$ cat src/rtl/evt_ts_pkg.sv
// Shared definitions for the event timestamp unit: register map, CTRL fields, FIFO entry type.
package evt_ts_pkg;

    localparam logic [2:0] REG_CTRL   = 3'd0;
    localparam logic [2:0] REG_STATUS = 3'd1;
    localparam logic [2:0] REG_TS_HI  = 3'd2;
    localparam logic [2:0] REG_TS_LO  = 3'd3;
    localparam logic [2:0] REG_HEAD   = 3'd4;

    localparam int unsigned CTRL_CH_EN_LSB = 0;
    localparam int unsigned CTRL_POL_LSB   = 4;
    localparam int unsigned CTRL_IRQ_EN    = 8;
    localparam int unsigned CTRL_CLEAR     = 15;

    typedef struct packed {
        logic [1:0]  ch;
        logic [31:0] ts;
    } evt_entry_t;

    function automatic logic [1:0] first_set(input logic [3:0] v);
        first_set = 2'd0;
        for (int i = 3; i >= 0; i--) begin
            if (v[i]) first_set = 2'(i);
        end
    endfunction

endpackage

$ cat src/rtl/evt_ts_fifo.sv
// Synchronous FIFO of evt_entry_t with clear and a registered show-ahead head.
module evt_ts_fifo
    import evt_ts_pkg::*;
#(
    parameter int unsigned DEPTH = 16,
    parameter int unsigned AW    = $clog2(DEPTH)
) (
    input  logic       clk,
    input  logic       reset,
    input  logic       i_push,
    input  evt_entry_t i_data,
    input  logic       i_pop,
    input  logic       i_clear,
    output evt_entry_t o_head,
    output logic       o_full,
    output logic       o_empty,
    output logic [AW:0] o_count
);

    localparam logic [AW:0] FULL_CNT = DEPTH[AW:0];

    evt_entry_t      r_mem [DEPTH];
    evt_entry_t      r_head;
    logic [AW-1:0]   r_wr_ptr;
    logic [AW-1:0]   r_rd_ptr;
    logic [AW:0]     r_count;

    logic            w_full;
    logic            w_empty;
    logic            w_do_pop;
    logic            w_do_push;
    logic [AW-1:0]   w_rd_next;

    assign w_full    = (r_count == FULL_CNT);
    assign w_empty   = (r_count == '0);
    assign w_do_pop  = i_pop & ~w_empty & ~i_clear;
    assign w_do_push = i_push & ~i_clear & (~w_full | w_do_pop);
    assign w_rd_next = w_do_pop ? r_rd_ptr + AW'(1) : r_rd_ptr;

    always_ff @(posedge clk) begin
        if (w_do_push) r_mem[r_wr_ptr] <= i_data;
    end

    always_ff @(posedge clk) begin
        if (reset) begin
            r_wr_ptr <= '0;
            r_rd_ptr <= '0;
            r_count  <= '0;
            r_head   <= '0;
        end else if (i_clear) begin
            r_wr_ptr <= '0;
            r_rd_ptr <= '0;
            r_count  <= '0;
        end else begin
            if (w_do_push) r_wr_ptr <= r_wr_ptr + AW'(1);
            r_rd_ptr <= w_rd_next;
            if (w_do_push && !w_do_pop) r_count <= r_count + 1'b1;
            else if (!w_do_push && w_do_pop) r_count <= r_count - 1'b1;
            // Prefetch next head; bypass when the incoming entry lands in the head slot
            if (w_do_push && (r_wr_ptr == w_rd_next)) r_head <= i_data;
            else r_head <= r_mem[w_rd_next];
        end
    end

    assign o_head  = r_head;
    assign o_full  = w_full;
    assign o_empty = w_empty;
    assign o_count = r_count;

endmodule

$ cat src/rtl/evt_timestamp_unit.sv
// Timestamps edges on four async event lines into a CPU-readable FIFO.
// Optional input debounce filter enabled by defining EVT_TS_DEBOUNCE_EN.
module evt_timestamp_unit
    import evt_ts_pkg::*;
#(
    parameter int unsigned DEPTH    = 16,
    parameter int unsigned AW       = $clog2(DEPTH),
    parameter int unsigned DEBOUNCE = 16
) (
    input  logic        clk,
    input  logic        reset,
    input  logic [31:0] tick_in,
    input  logic [3:0]  evt_in,
    input  logic        cs,
    input  logic [1:0]  wr,
    input  logic [2:0]  address,
    input  logic [15:0] din,
    output logic [15:0] dout,
    output logic        irq
);

    if ((DEPTH < 4) || (DEPTH > 256) || ((DEPTH & (DEPTH - 1)) != 0) || (DEBOUNCE == 0))
    begin : g_param_check
        $error("evt_timestamp_unit: DEPTH must be a power of two in 4..256, DEBOUNCE > 0");
    end

    logic [3:0]  r_sync1;
    logic [3:0]  r_sync2;
    logic [3:0]  r_prev;
    logic [3:0]  r_pending;
    logic [31:0] r_ts [4];
    logic [8:0]  r_ctrl;
    logic        r_overflow;
    logic        r_bus_act;

    logic [3:0]  w_level;
    logic [3:0]  w_pol;
    logic [3:0]  w_accept;
    logic [3:0]  w_capture;
    logic [3:0]  w_dup;
    logic [3:0]  w_grant;
    logic [1:0]  w_grant_idx;
    logic        w_push;
    logic        w_drop;
    logic        w_bus_act;
    logic        w_wr_stb;
    logic        w_ctrl_wr;
    logic        w_clear;
    logic        w_pop;
    evt_entry_t  w_push_data;
    evt_entry_t  w_head;
    logic        w_full;
    logic        w_empty;
    logic [AW:0] w_count;
    logic [15:0] w_dout;
    logic        w_unused_din;

    assign w_unused_din = ^din[14:9];

`ifdef EVT_TS_DEBOUNCE_EN
    localparam int unsigned DBW = $clog2(DEBOUNCE + 1);

    logic [DBW-1:0] r_db_cnt [4];
    logic [3:0]     r_filt;

    // Filtered level flips only after DEBOUNCE consecutive cycles at the new level
    always_ff @(posedge clk) begin
        if (reset) begin
            r_filt <= '0;
            for (int i = 0; i < 4; i++) r_db_cnt[i] <= '0;
        end else begin
            for (int i = 0; i < 4; i++) begin
                if (r_sync2[i] == r_filt[i]) begin
                    r_db_cnt[i] <= '0;
                end else if (r_db_cnt[i] == DBW'(DEBOUNCE - 1)) begin
                    r_filt[i]   <= r_sync2[i];
                    r_db_cnt[i] <= '0;
                end else begin
                    r_db_cnt[i] <= r_db_cnt[i] + 1'b1;
                end
            end
        end
    end

    assign w_level = r_filt;
`else
    assign w_level = r_sync2;
`endif

    assign w_pol     = r_ctrl[CTRL_POL_LSB +: 4];
    assign w_accept  = r_ctrl[CTRL_CH_EN_LSB +: 4]
                     & (((w_level & ~r_prev) & ~w_pol) | ((~w_level & r_prev) & w_pol));
    assign w_capture = w_accept & ~r_pending;
    assign w_dup     = w_accept & r_pending;

    assign w_bus_act = cs & (|wr);
    assign w_wr_stb  = w_bus_act & ~r_bus_act;
    assign w_ctrl_wr = w_wr_stb & (address == REG_CTRL);
    assign w_clear   = w_ctrl_wr & wr[1] & din[CTRL_CLEAR];
    assign w_pop     = w_wr_stb & (address == REG_HEAD);

    assign w_grant     = r_pending & (~r_pending + 4'd1);
    assign w_grant_idx = first_set(r_pending);
    assign w_push      = |r_pending;
    assign w_push_data = '{ch: w_grant_idx, ts: r_ts[w_grant_idx]};
    assign w_drop      = w_push & w_full & ~w_pop & ~w_clear;

    always_ff @(posedge clk) begin
        if (reset) begin
            r_sync1    <= '0;
            r_sync2    <= '0;
            r_prev     <= '0;
            r_pending  <= '0;
            r_ctrl     <= '0;
            r_overflow <= 1'b0;
            r_bus_act  <= 1'b0;
        end else begin
            r_sync1   <= evt_in;
            r_sync2   <= r_sync1;
            r_prev    <= w_level;
            r_bus_act <= w_bus_act;
            if (w_ctrl_wr && wr[0]) r_ctrl[7:0] <= din[7:0];
            if (w_ctrl_wr && wr[1]) r_ctrl[8]   <= din[CTRL_IRQ_EN];
            if (w_clear) begin
                r_pending  <= '0;
                r_overflow <= 1'b0;
            end else begin
                r_pending <= (r_pending & ~w_grant) | w_capture;
                if ((|w_dup) || w_drop) r_overflow <= 1'b1;
            end
        end
    end

    always_ff @(posedge clk) begin
        if (reset) begin
            for (int i = 0; i < 4; i++) r_ts[i] <= '0;
        end else begin
            for (int i = 0; i < 4; i++) begin
                if (w_capture[i]) r_ts[i] <= tick_in;
            end
        end
    end

    evt_ts_fifo #(
        .DEPTH (DEPTH),
        .AW    (AW)
    ) u_fifo (
        .clk     (clk),
        .reset   (reset),
        .i_push  (w_push),
        .i_data  (w_push_data),
        .i_pop   (w_pop),
        .i_clear (w_clear),
        .o_head  (w_head),
        .o_full  (w_full),
        .o_empty (w_empty),
        .o_count (w_count)
    );

    always_comb begin
        w_dout = '0;
        if (cs && (wr == 2'b00) && !reset) begin
            case (address)
                REG_CTRL:   w_dout = {7'b0, r_ctrl};
                REG_STATUS: w_dout = {w_empty, r_overflow, w_full, 4'b0, 9'(w_count)};
                REG_TS_HI:  w_dout = w_head.ts[31:16];
                REG_TS_LO:  w_dout = w_head.ts[15:0];
                REG_HEAD:   w_dout = {w_empty, 13'b0, w_head.ch};
                default:    w_dout = '0;
            endcase
        end
    end

    assign dout = w_dout;
    assign irq  = ~w_empty & r_ctrl[CTRL_IRQ_EN];

endmodule

$ cat config.mk
export PLATFORM = sky130hd
export DESIGN_NAME = evt_timestamp_unit
export DESIGN_NICKNAME = d
export VERILOG_FILES = /design/src/rtl/evt_ts_pkg.sv /design/src/rtl/evt_ts_fifo.sv /design/src/rtl/evt_timestamp_unit.sv
export SDC_FILE = /design/constraint.sdc
export NUM_CORES = 1
export LEC_CHECK = 0
export CORE_MARGIN = 3
export CORE_UTILIZATION = 35
export CTS_BUF_LIST = sky130_fd_sc_hd__clkbuf_16
export CTS_CLUSTER_SIZE = 12
export DETAILED_ROUTE_END_ITERATION = 8
export SETUP_SLACK_MARGIN = 0.15
export SKIP_CTS_REPAIR_TIMING = 1
export SLEW_MARGIN = 5
export SYNTH_ARGS = -nofsm -noshare
export SYNTH_HDL_FRONTEND = slang
export SYNTH_SLANG_ARGS = --single-unit
export TNS_END_PERCENT = 5
$ cat constraint.sdc
create_clock -name clk -period 12.65 [get_ports clk]
set_input_delay 1.8975 -clock clk [delete_from_list [all_inputs] [get_ports clk]]
set_output_delay 1.8975 -clock clk [all_outputs]
set_load 0.005 [all_outputs]
-- Yosys cells after proc, flatten, opt, wreduce, memory -nomap -nowiden
Memories as Yosys holds them, arrays and structs flattened. A register that Yosys moved wholly into a read port is not among the register bits.
Cells that the tools add are included.
- word-level logic and storage cells: 111
- RAM bits: 672
- input port bits: 60
- flip-flop bits (word level): 40
- memories kept: 2
- output and inout port bits: 17
- add/sub/neg operators: 5
- eq/ne operators: 5
- bitwise logic cells: 40
- muxes and demuxes: 29
- reductions and logical operators: 19
- memories (name ; words ; width ; read ports ; clocked after memory_dff ; write ports ; line ; source):
    u_fifo.r_mem ; 16 ; 34 ; 1 ; 1 ; 1 ; evt_ts_fifo.sv:22 ; evt_entry_t r_mem [DEPTH];
    r_ts ; 4 ; 32 ; 1 ; 0 ; 4 ; evt_timestamp_unit.sv:31 ; logic [31:0] r_ts [4];
- operators by type and width (kind ; count):
    $mux 32 ; 4
    $pmux 16 s5 ; 1
    $and 4x4->4 ; 9
    $not 4->4 ; 5
    $mux 1 ; 16
    $mux 16 ; 1
    $and 1x1->1 ; 14
    $add 4x1->4 const B ; 3
    $mux 5 ; 2
    $mux 2 ; 4
    $or 4x4->4 ; 2
    $reduce_or 4->1 ; 2
    $eq 3x2->1 const B ; 2
    $logic_and 1x1->1 ; 6
    $add 5x1->5 const B ; 1
    $eq 5x5->1 const B ; 1
    $logic_not 5->1 ; 1
    $not 1->1 ; 5
    $or 1x1->1 ; 5
    $sub 5x1->5 const B ; 1
    $logic_not 1->1 ; 4
    $mux 4 ; 1
    $reduce_or 2->1 ; 2
    $eq 3x1->1 const B ; 1
    other kinds (5) ; 5

-- Logic depth before layout (Yosys ltp)
- depth in word-level cells: 14
- gate-level depth with buffers: 16
- mapped depth without buffers: 12

-- Modules after synthesis
Synthesis repeated with hierarchy kept, for this count alone.
- cell total of the unflattened synthesis: 2547
- area total of the unflattened synthesis: 34135.2 um^2
- by module, submodules not included (module ; cells an instance ; times used ; area an instance (um^2) ; sequential area each (um^2)):
    evt_ts_fifo ; 2065 ; 1 ; 27069.7 ; 17276.6
    evt_timestamp_unit ; 482 ; 1 ; 7065.5 ; 4384.2

-- Least setup slack after synthesis
No wires, ideal clock.
- kind: in2reg
- start: input address[1]
- end: memory u_fifo.r_mem[3][0] in the netlist's numbering, enable pin
- library setup time: 0.467 ns
- slack: 6.623 ns
- stages: 7
- required time: 12.183 ns
- arrival time: 5.559 ns
- path buffers: 2
- path through: buf_6 > or3b_4 > o311ai_2 > and3_1 > buf_2 > nand2_1 > nor3_1
- longest elaborated chain between the ends: 10
- elaborated cells between the ends (all ways): 14
- classes of those cells: 1 x eq/ne; 2 x mux; 10 x bitwise; 1 x reduce/logical
- RTL lines (element ; line ; source):
    from (decl) ; evt_timestamp_unit.sv:16 ; input logic [2:0] address,
    $logic_not 3->1 ; evt_timestamp_unit.sv:98 ; assign w_ctrl_wr = w_wr_stb & (address == REG_CTRL);
    $and 1x1->1 ; evt_timestamp_unit.sv:98 ;
    $and 1x1->1 (2 in series) ; evt_timestamp_unit.sv:99 ; assign w_clear = w_ctrl_wr & wr[1] & din[CTRL_CLEAR];
    $not 1->1 ; evt_ts_fifo.sv:36, evt_ts_fifo.sv:37 ;
    $and 1x1->1 ; evt_ts_fifo.sv:36 ; assign w_do_pop = i_pop & ~w_empty & ~i_clear;
    $or 1x1->1 ; evt_ts_fifo.sv:37 ; assign w_do_push = i_push & ~i_clear & (~w_full | w_do_pop);
    $and 1x1->1 * ; evt_ts_fifo.sv:37 ;
    via u_fifo.w_do_push ; evt_ts_fifo.sv:31 ; logic w_do_push;
    $mux 1 * ; evt_ts_fifo.sv:41 ; if (w_do_push) r_mem[r_wr_ptr] <= i_data;
    $mux 1 (not written as such) * ; evt_ts_fifo.sv:41 ;
    to (decl) ; evt_ts_fifo.sv:22 ;
The timed path passes the listed nets; every way through them passes the cells marked *.

-- Worst setup path after layout
- start: input address[1]
- end: output dout[11]
- longest elaborated chain between the ends: 3
- elaborated cells between the ends (all ways): 7
- classes of those cells: 4 x eq/ne; 2 x mux; 1 x reduce/logical
- RTL lines (element ; line ; source):
    $eq 3x3->1, or another cell as far along ; evt_timestamp_unit.sv:163 ; case (address)
    $pmux 16 s5 * ; evt_timestamp_unit.sv:163 ;
    $mux 16 * ; evt_timestamp_unit.sv:162 ; if (cs && (wr == 2'b00) && !reset) begin
    to (decl) ; evt_timestamp_unit.sv:18 ; output logic [15:0] dout,
Mark *: on every way between the ends. The rest lies on a longest branch, timed or not.

==> results_dict.tcl <==
set metrics [dict create \
    initial_core_util_pct 35.4 \
    slew_violations 0 \
    hold_viol 0 \
    antenna_found_initial 0 \
    cts_made_buffers 79 \
    worstMarginPinSlew_ns 1.31 \
    htreeDepth 3 \
    num_rows 112 \
    die_w_um 314 \
    track_usage_pct 18.4 \
    portBuffers 70 \
    ios 77 \
    ys_warn_count 0 \
    irDropWorstVdd_mv 0.112 \
    grt_overflow 0 \
    fp.dieH_um 314 \
    hold_path.class "reg2reg" \
    syn2layout_area_growth_pct 13.4 \
    crit_chain "clkdlybuf4s50_1 > or4b_2 > nor2_1 > clkdlybuf4s50_1" \
    finalCritPeriodShare_pct 51.1 \
    yosysSeqAreaShare_pct 65.4 \
    fmax_mhz 155 \
    synthCells 2344 \
    setup_tns_ns 0 \
    gp_congestion 0.809 \
    fin_nets 2418 \
    dp_cells 3521 \
    cts_root_buf "clkbuf_16" \
    regArea_um2 21700 \
    drt_iter0_markers 2207 \
    slowest_delay_ns 0.92 \
    crit_path_start_kind "input pin" \
    design.core.area_um2 93600 \
    drtPass1Iterations 5 \
    synth-edff-count 672 \
    synthArstFlopShare_pct 0 \
    drive_above_1_share_pct 17.0 \
    yosys_most_used_dff "edfxtp_1" \
    skew_ns 0.0308 \
    grt_pass1_vias 21800 \
    die-area_um2 98400 \
    finalSetupViolations 0 \
    status "finished clean" \
    cts_max_path_buffers 3 \
    via_per_inst 5.85 \
    synth_fp_nets 2414 \
    synth_area_leaders "edfxtp_1 61%, mux2_2 5.6%, dfxtp_1 4.5%, mux2i_1 3.1%, o221ai_1 3.0%" \
    dp_hpwl_mm 49.0 \
    syn_area_per_cell_um2 14.1 \
    power_density_nw_per_um2 131 \
    num_vias 21500 \
    synthDominantCellAreaShare_pct 60.9 \
    postPlaceCellArea_um2 35200 \
    ys_ff_latch 746 \
    drc_errors 0 \
    cts.clk_slew.worst_paths_ns 0.06 \
    drv_cap 0 \
    stdcell_count 3669 \
    syn-cell-area_um2 33100 \
    grt_pass1_wl_mm 136 \
    routed_wirelength_mm 92.3 \
    cts_tree "yes" \
    power_leakage_nw 11.7 \
    cp-end-kind "output pin" \
    synth_cell_types 58 \
    crit_slowest_cell "clkdlybuf4s50_1" \
    multiInputGateArea_um2 10900 \
    cp_max_fo 19 \
    required_ns 10.75 \
    critPathArrivalTime_ns 4.56 \
    fin_area_um2 37600 \
    grt_max_degree 71 \
    cts_num_sinks 746 \
    path_class "in2out" \
    netlist.top_cell.by_area "edfxtp_1" \
    fin_crit_ns 6.46 \
    holdWs_ns 0.441 \
    clk_latency_ns 0.63 \
    wl_per_cell_um 25.2 \
    path_common_cell "clkdlybuf4s50_1" \
    slew_headroom_pct 11.1 \
    ant_nets 0 \
    nFillCells 8643 \
    rsz0062_at_grt "false" \
]
-- logic make-up after synthesis --
group,after synthesis,synth area share (%)
AOI/OAI and AO/OA,599,12.2
xor gates and xnor gates,14,0.412
adders and majority gates,10,0.400
muxes,312,11.7
and+or+nand+nor,457,7.40
DFF,746,65.4
buffers and inverters,206,2.53
-- layout make-up --
cell class / count / share of cell area, %
Antenna cell: 1 / 0.00666
Sequential cell: 746 / 57.7
Multi-Input combinational cell: 1392 / 28.9
Clock buffer: 81 / 5.40
Inverter: 11 / 0.110
Timing Repair Buffer: 118 / 2.81
Tap cell: 1254 / 4.18
Clock inverter: 66 / 0.929
-- state kept, by name, summed over array words and instances (netlist names), 5 cells and up --
name,cells
r_ctrl,9
r_ts,128
u_fifo.o_count,5
u_fifo.o_head,34
u_fifo.r_mem,544
-- metrics by stage --
| stage | util, % | setup WS, ns | total power (W) |
|---|---|---|---|
| 6_report | 40.1 | 6.19 | 0.00493 |
| 5_1_grt | 40.1 | 6.10 | 0.00508 |
| 4_1_cts | 40.1 | 6.20 | 0.00497 |
| 3_5_place_dp | 37.6 | 5.93 | 0.00285 |
| 3_3_place_gp | 37.6 | 6.00 | 0.00284 |
| 2_1_floorplan | - | 6.62 | 0.00279 |
-- metal layers --
metal,global-route usage [%],vias to the layer above,routed length [um]
met5,0,-,0
li1,-,9370,-
met1,24.1,11000,38400
met4,6.70,0,2910
met2,30.7,908,44400
met3,3.05,170,6660
-- power by group --
part / switching (W) / leakage (nW) / internal [W]
clock: 0.000954 / 1.29 / 0.00118
combinational: 0.0000621 / 3.56 / 0.0000343
sequential: 0.00000813 / 6.87 / 0.00269
-- worst max-delay path, delay by kind of cell --
kind	cells	cell delay, ns
buf+inv	2	1.48
simple gates	2	1.17
-- synth_stat cells, types with 8 or more instances --
cell type	count
nand3b_1	14
dfxtp_1	74
clkbuf_1	131
o21bai_1	27
edfxtp_1	672
a22oi_1	17
nor2_1	92
buf_2	35
inv_1	11
nor3_1	69
o32ai_1	8
o221ai_1	112
mux2_2	166
ha_1	9
buf_1	25
nand2_1	28
nor4_1	8
mux4_2	43
a31oi_1	28
nor2b_1	21
mux2i_1	103
a21oi_1	63
nand3_1	57
o21ai_0	122
and2_1	135
xnor2_1	8
nand2b_1	10
a211oi_1	53
o22ai_1	136
-- path summary, 6_finish.rpt --
kind	startpoint	to	slack, ns	cells after the start
hold reg to reg	r_sync1[3]$_SDFF_PP0_	r_sync2[3]$_SDFF_PP0_	0.44	1
setup reg to reg	u_fifo.r_rd_ptr[0]$_SDFF_PP0_	u_fifo.o_head[24]$_SDFFE_PP0N_	7.79	9
setup / recovery	address[1]	dout[11]	6.19	4
hold / removal	r_sync1[3]$_SDFF_PP0_	r_sync2[3]$_SDFF_PP0_	0.44	1
-- layout by cell type, fill, tap and decap left out, drive strengths merged, types with 8 or more instances in the layout --
cell,synthesis,layout
a211oi,53,53
nand3b,14,14
clkbuf,131,81
o21bai,27,27
o32ai,8,8
xnor2,8,8
a22oi,17,17
nor2b,21,21
nor3,69,69
a21oi,63,63
inv,11,50
edfxtp,672,672
clkdlybuf4s50,0,69
and2,135,135
a31oi,28,28
dfxtp,74,74
mux4,43,43
nor2,92,92
ha,9,9
o22ai,136,136
o21ai,129,129
nand2b,10,10
nand3,57,57
buf,64,49
nand2,28,28
clkinv,0,25
nor4,9,9
mux2,166,166
mux2i,103,103
o221ai,112,112
Power figures use the tool's default switching activity.
